===== src/rtl/mod_counter.sv =====
// mod_counter: parametrised up/down modulo counter with wrap/saturate, wrap pulse and sticky ovf
module mod_counter #(
  parameter int          WIDTH    = 8,
  parameter longint      MODULUS  = 256,
  parameter bit          SATURATE = 1'b0,
  parameter longint      INIT     = 0
) (
  input  logic             clk,
  input  logic             reset,
  input  logic             enable,
  input  logic             up_down,
  input  logic             clear,
  input  logic             load,
  input  logic [WIDTH-1:0] load_val,
  input  logic             ovf_clr,
  output logic [WIDTH-1:0] out,
  output logic             wrap,
  output logic             ovf
);
  localparam logic [WIDTH-1:0] MAX    = WIDTH'(MODULUS - 1);
  localparam logic [WIDTH-1:0] INIT_V = WIDTH'(INIT);
  logic [WIDTH-1:0] out_q, out_d, ld_v, up_v, dn_v;
  logic             wrap_q, wrap_d, ovf_q, ovf_d, at_max, at_zero, evt;
  // next-state: clear beats load beats count; boundary compare uses MODULUS-1 at WIDTH bits
  always_comb begin
    at_max  = out_q == MAX;
    at_zero = out_q == '0;
    ld_v    = load_val > MAX ? MAX : load_val;
    up_v    = at_max ? (SATURATE ? out_q : '0) : out_q + WIDTH'(1);
    dn_v    = at_zero ? (SATURATE ? out_q : MAX) : out_q - WIDTH'(1);
    evt     = !clear && !load && enable && (up_down ? at_max : at_zero);
    out_d   = clear ? INIT_V : load ? ld_v : !enable ? out_q : up_down ? up_v : dn_v;
    wrap_d  = evt;
    ovf_d   = evt || (ovf_q && !ovf_clr);
  end
  // state register, asynchronously forced to reset values
  always_ff @(posedge clk or negedge reset) begin
    if (!reset) begin
      out_q  <= INIT_V;
      wrap_q <= 1'b0;
      ovf_q  <= 1'b0;
    end else begin
      out_q  <= out_d;
      wrap_q <= wrap_d;
      ovf_q  <= ovf_d;
    end
  end
  assign out  = out_q;
  assign wrap = wrap_q;
  assign ovf  = ovf_q;
endmodule

===== config.mk =====
export PLATFORM = sky130hd
export DESIGN_NAME = mod_counter
export DESIGN_NICKNAME = d
export VERILOG_FILES = /design/src/rtl/mod_counter.sv
export SDC_FILE = /design/constraint.sdc
export NUM_CORES = 1
export LEC_CHECK = 0
export ABC_AREA = 1
export CORE_ASPECT_RATIO = 0.8
export CORE_UTILIZATION = 44
export DETAILED_ROUTE_END_ITERATION = 8
export PLACE_DENSITY = 0.76
export SYNTH_ARGS = -nofsm -noshare
export SYNTH_HDL_FRONTEND = slang
export SYNTH_SLANG_ARGS = --single-unit

===== constraint.sdc =====
create_clock -name clk -period 1.3 [get_ports clk]
set_input_delay 0.195 -clock clk [delete_from_list [all_inputs] [get_ports clk]]
set_output_delay 0.195 -clock clk [all_outputs]
set_load 0.01 [all_outputs]

Word-level counts from Yosys, hierarchy flattened
Cells that the tools add are included.
- register bits after elaboration: 10
- input bits: 15
- output and inout bits: 10
- word-level logic and storage cells: 25
- equal/unequal tests: 1
- reduce and logical (&&, ||, !) cells: 10
- $lt $le $gt $ge: 1
- multiplexer cells: 8
- add/subtract/negate cells: 2
- operator list (kind ; number):
    $mux W8 ; 7
    $add A8 B1 Y8 const B ; 1
    $eq A8 B8 Y1 const B ; 1
    $gt A8 B8 Y1 const B ; 1
    $logic_not A8 Y1 ; 1
    $sub A8 B1 Y8 const B ; 1
    $logic_and A1 B1 Y1 ; 4
    $logic_not A1 Y1 ; 3
    $reduce_bool A3 Y1 ; 1
    $logic_or A1 B1 Y1 ; 1
    $mux W1 ; 1

Longest topological paths before layout
- depth after elaboration: 6
- gate-level depth with buffers: 11
- mapped depth without buffers: 10

Worst setup path before layout
Ideal clock, no wire load.
- kind: flip-flop to flip-flop
- start: register out_q[1] (netlist: out[1])
- end: register out_q[6] (netlist: out[6])
- library setup time: 0.116 ns
- path slack: -0.126 ns
- clock period less this slack: 1.426 ns
- buffers on the path: 0
- data required time: 1.184 ns
- stages on the path, launching flop included: 11
- arrival: 1.310 ns
- cell sequence: dfrtp_1 ha_1 nand2_2 nor2_1 nand2_1 nand2_1 nand2_1 o21ai_1 nand2_1 nand2_1 nand2_1
- longest elaborated chain between the ends: 6
- elaborated cells between the ends (all ways): 10
- classes of those cells: add/sub: 2; eq/ne: 1; mux: 6; reduce/logical: 1
- ends and longest elaborated chain (item ; line ; text):
    start: declaration ; 22 ; logic [WIDTH-1:0] out_q, out_d, ld_v, up_v, dn_v;
    start signal: assignment ; 43 ; out_q <= out_d;
    $sub A8 B1 Y8 (tied with other cells) ; 30 ; dn_v = at_zero ? (SATURATE ? out_q : MAX) : out_q - WIDTH'(1);
    $mux W8 (on tied branches) ; 30, 29 ;
    $mux W8 * (4 in a row) ; 32 ; out_d = clear ? INIT_V : load ? ld_v : !enable ? out_q : up_down ? up_v : dn_v;
Every way passes the cells marked *; elsewhere a longest branch is shown, timed or not. The select of a mux whose other input is x is not followed.
A chain may end at the register's enable or synchronous reset.

Worst setup path after layout
- start: register out_q[0] (netlist: out[0])
- end: register out_q[5] (netlist: out[5])
Same word-level chain as after synthesis.

==> metrics.txt <==
status=finished, violations left; failing checks=negative setup slack; detailed placement HPWL=2240 microns; initial antenna violation count=0; Util after Layout=81.3%; row cnt=14; # diodes=0; kind of start point of the critical path=flop; GR Util met1=32.9%; Worst EP required=1.46 ns; # clock sinks=10; num ports=25; total global routing overflow=0; number of flops mapped to enable cells by yosys=0; core area=0.00200 sq mm; flops & latches, synth=10; RD Place Congestion=0.932; DIE AREA=0.00245 sq mm; maximum clock frequency=0.668 GHz; most common cell after layout, fill and taps aside=nand2_1; final worst-path cycle share=115%; Worst slew margin=67.3%; largest net degree at the start of global routing=11; CP Capture Type=flop; CTS tree=yes; Total Routed Length=3170 microns; GRT Total Usage=29.7%; Worst VDD drop=0.777 mV; vias=1272; Area contributors post-synth=dfrtp_1, nand2_1, inv_1; die extent in y=44.5 microns; H-tree depth=1; DR vias/cell=5.30; layout cells sized above 1=37.5%; DR pass1 iterations=4; PD cells=764 mW/mm^2; # DRC=0; root buffer cell=clkbuf_4; Synth Cell Area=992 sq um; Die X-Extent=55.1 microns; Final min period=1.50 ns; register area share after synthesis=25.2%; Hold WC Path Type=in -> async; Finish-stage setup viols=9; Final WS setup=-0.196 ns; Max-Cap Viols=0; area leader, netlist=dfrtp_1; Layout area overhead=63.7%; RSZ-0062 raised after global routing=yes; met3 Use GR=10.3%; CTS max path bufs=2; Clock Pin Slew Worst Setup and Hold Paths=0.07 ns; Crit Path Max Fanout=7; grt peak-use layer=met2; Post-DP Area=0.00142 sq mm; critical path data arrival time=1.66 ns; met2 Usage GRT=54.0%; Final ANT Viol Nets=0; Initial Util=49.7%; Pleak=0.830 nW; Yosys top cell area share=25.2%; Unique masters post-synth=24; vias in the first global route=1217; Skew-Pair Late Insertion Delay=0.27 ns; Clock Skew=0.00161 ns; first-pass GRT wire length=5160 microns; DR iter-0 viols=37; kind of critical path=reg -> reg; async set-reset flop share out of synthesis=100%; wire per inst=13.2 microns; Synth Net Count=177; Slew Limit Fails=0; final layout net count=235; CTS Buf Count=3; worst-margin pin slew=0.489 ns; Avg Synthesized Cell Area=6.24 sq um; Mapped Cells=159; most frequent cells in the layout=nand2_1, buf_4, inv_1; # port buffers=24; Main synth FF type=dfrtp_1; synth warn=0; Hold Vio Cnt, Final=0; final instance area=0.00162 sq mm
## worst max-delay path, stage by stage (launching register included)
cell     delay, ns
dfrtp_2       0.40
buf_12        0.12
inv_6         0.04
ha_4          0.16
nand3_4       0.06
nor2_4        0.05
nor2_4        0.21
nand3_2       0.10
nand2_2       0.09
nand2_2       0.06
nand2_2       0.06
nand2_1       0.05
## kinds of logic (layout without fill, tap and decap cells)
group,after synthesis,count (layout),share of synthesized area (%)
flops,10,10,25.2
simple gates,98,98,45.6
xor+xnor,2,2,1.77
buf+inv,25,82,12.2
fa+ha+maj,3,3,3.78
compound gates,21,21,11.3
## cells in the mapped netlist (2+ instances only)
library cell,n
o21ai_0,9
nor2_2,3
buf_6,2
o21ai_1,8
nand4_1,2
nand3_1,12
nor2_4,4
inv_2,2
nor2_1,13
buf_4,3
dfrtp_1,10
nand2_1,57
ha_1,3
nand2_2,4
inv_1,17
a21oi_1,2
## what timing repair did
action	4_1_cts	5_1_grt
buffers inserted	12	0
pin swaps	17	8
endpoints found under the setup margin	20	12
hold buffers	0	0
cloned	0	0
gates resized for setup	29	14
## metal layers
| metal | part of all wire (%) | vias to the layer above |
|---|---|---|
| met4 | 0.88 | 0 |
| met2 | 53 | 62 |
| met5 | 0 | - |
| met1 | 37 | 592 |
| met3 | 8.5 | 4 |
| li1 | - | 614 |
## state kept, by name (all words and copies together), names as in the netlist
signal,cells
ovf,1
out,8
wrap,1
## metrics by stage
stage               total power, mW  cells  hold slack (ns)  setup TNS (ns)  setup slack [ns]
floorplan                     0.673    159           -0.101          -0.193           -0.0392
global placement              0.877    224            0.507          -0.757           -0.0992
detailed placement            0.896    224            0.524           -1.33            -0.176
CTS                            1.21    240            0.261           -1.24            -0.162
global route                   1.32    240            0.279           -2.06            -0.279
finish                         1.24    240            0.256           -1.34            -0.196
## final timing paths
kind,startpoint,to,slack [ns],cells past startpoint
worst max-delay path,out[0]$_DFFE_PN0P_,out[5]$_DFFE_PN0P_,-0.20,11
worst min-delay path,reset,ovf$_DFF_PN0_,0.26,1
worst max register to register,out[0]$_DFFE_PN0P_,out[5]$_DFFE_PN0P_,-0.20,11
worst min register to register,out[4]$_DFFE_PN0P_,out[4]$_DFFE_PN0P_,0.51,2
max in group asynchronous,reset,out[3]$_DFFE_PN0P_,0.69,1
min in group clk,ovf_clr,ovf$_DFF_PN0_,0.47,2
## power by group
group          leakage, nW  internal, mW  switching [mW]  total, mW
Sequential           0.124         0.338          0.0210      0.359
Combinational        0.691         0.313           0.335      0.648
Clock               0.0150         0.119           0.114      0.233
Total                0.830         0.770           0.470       1.24
## layout make-up
| class | count | area [sq um] |
|---|---|---|
| multi-input combinational | 124 | 731 |
| fill | 143 | 373 |
| sequential | 10 | 258 |
| tap | 24 | 30.0 |
| clock buffer | 4 | 26.3 |
| timing repair buffer | 59 | 500 |
| inverter | 19 | 78.8 |
Power figures use the tool's default switching activity.
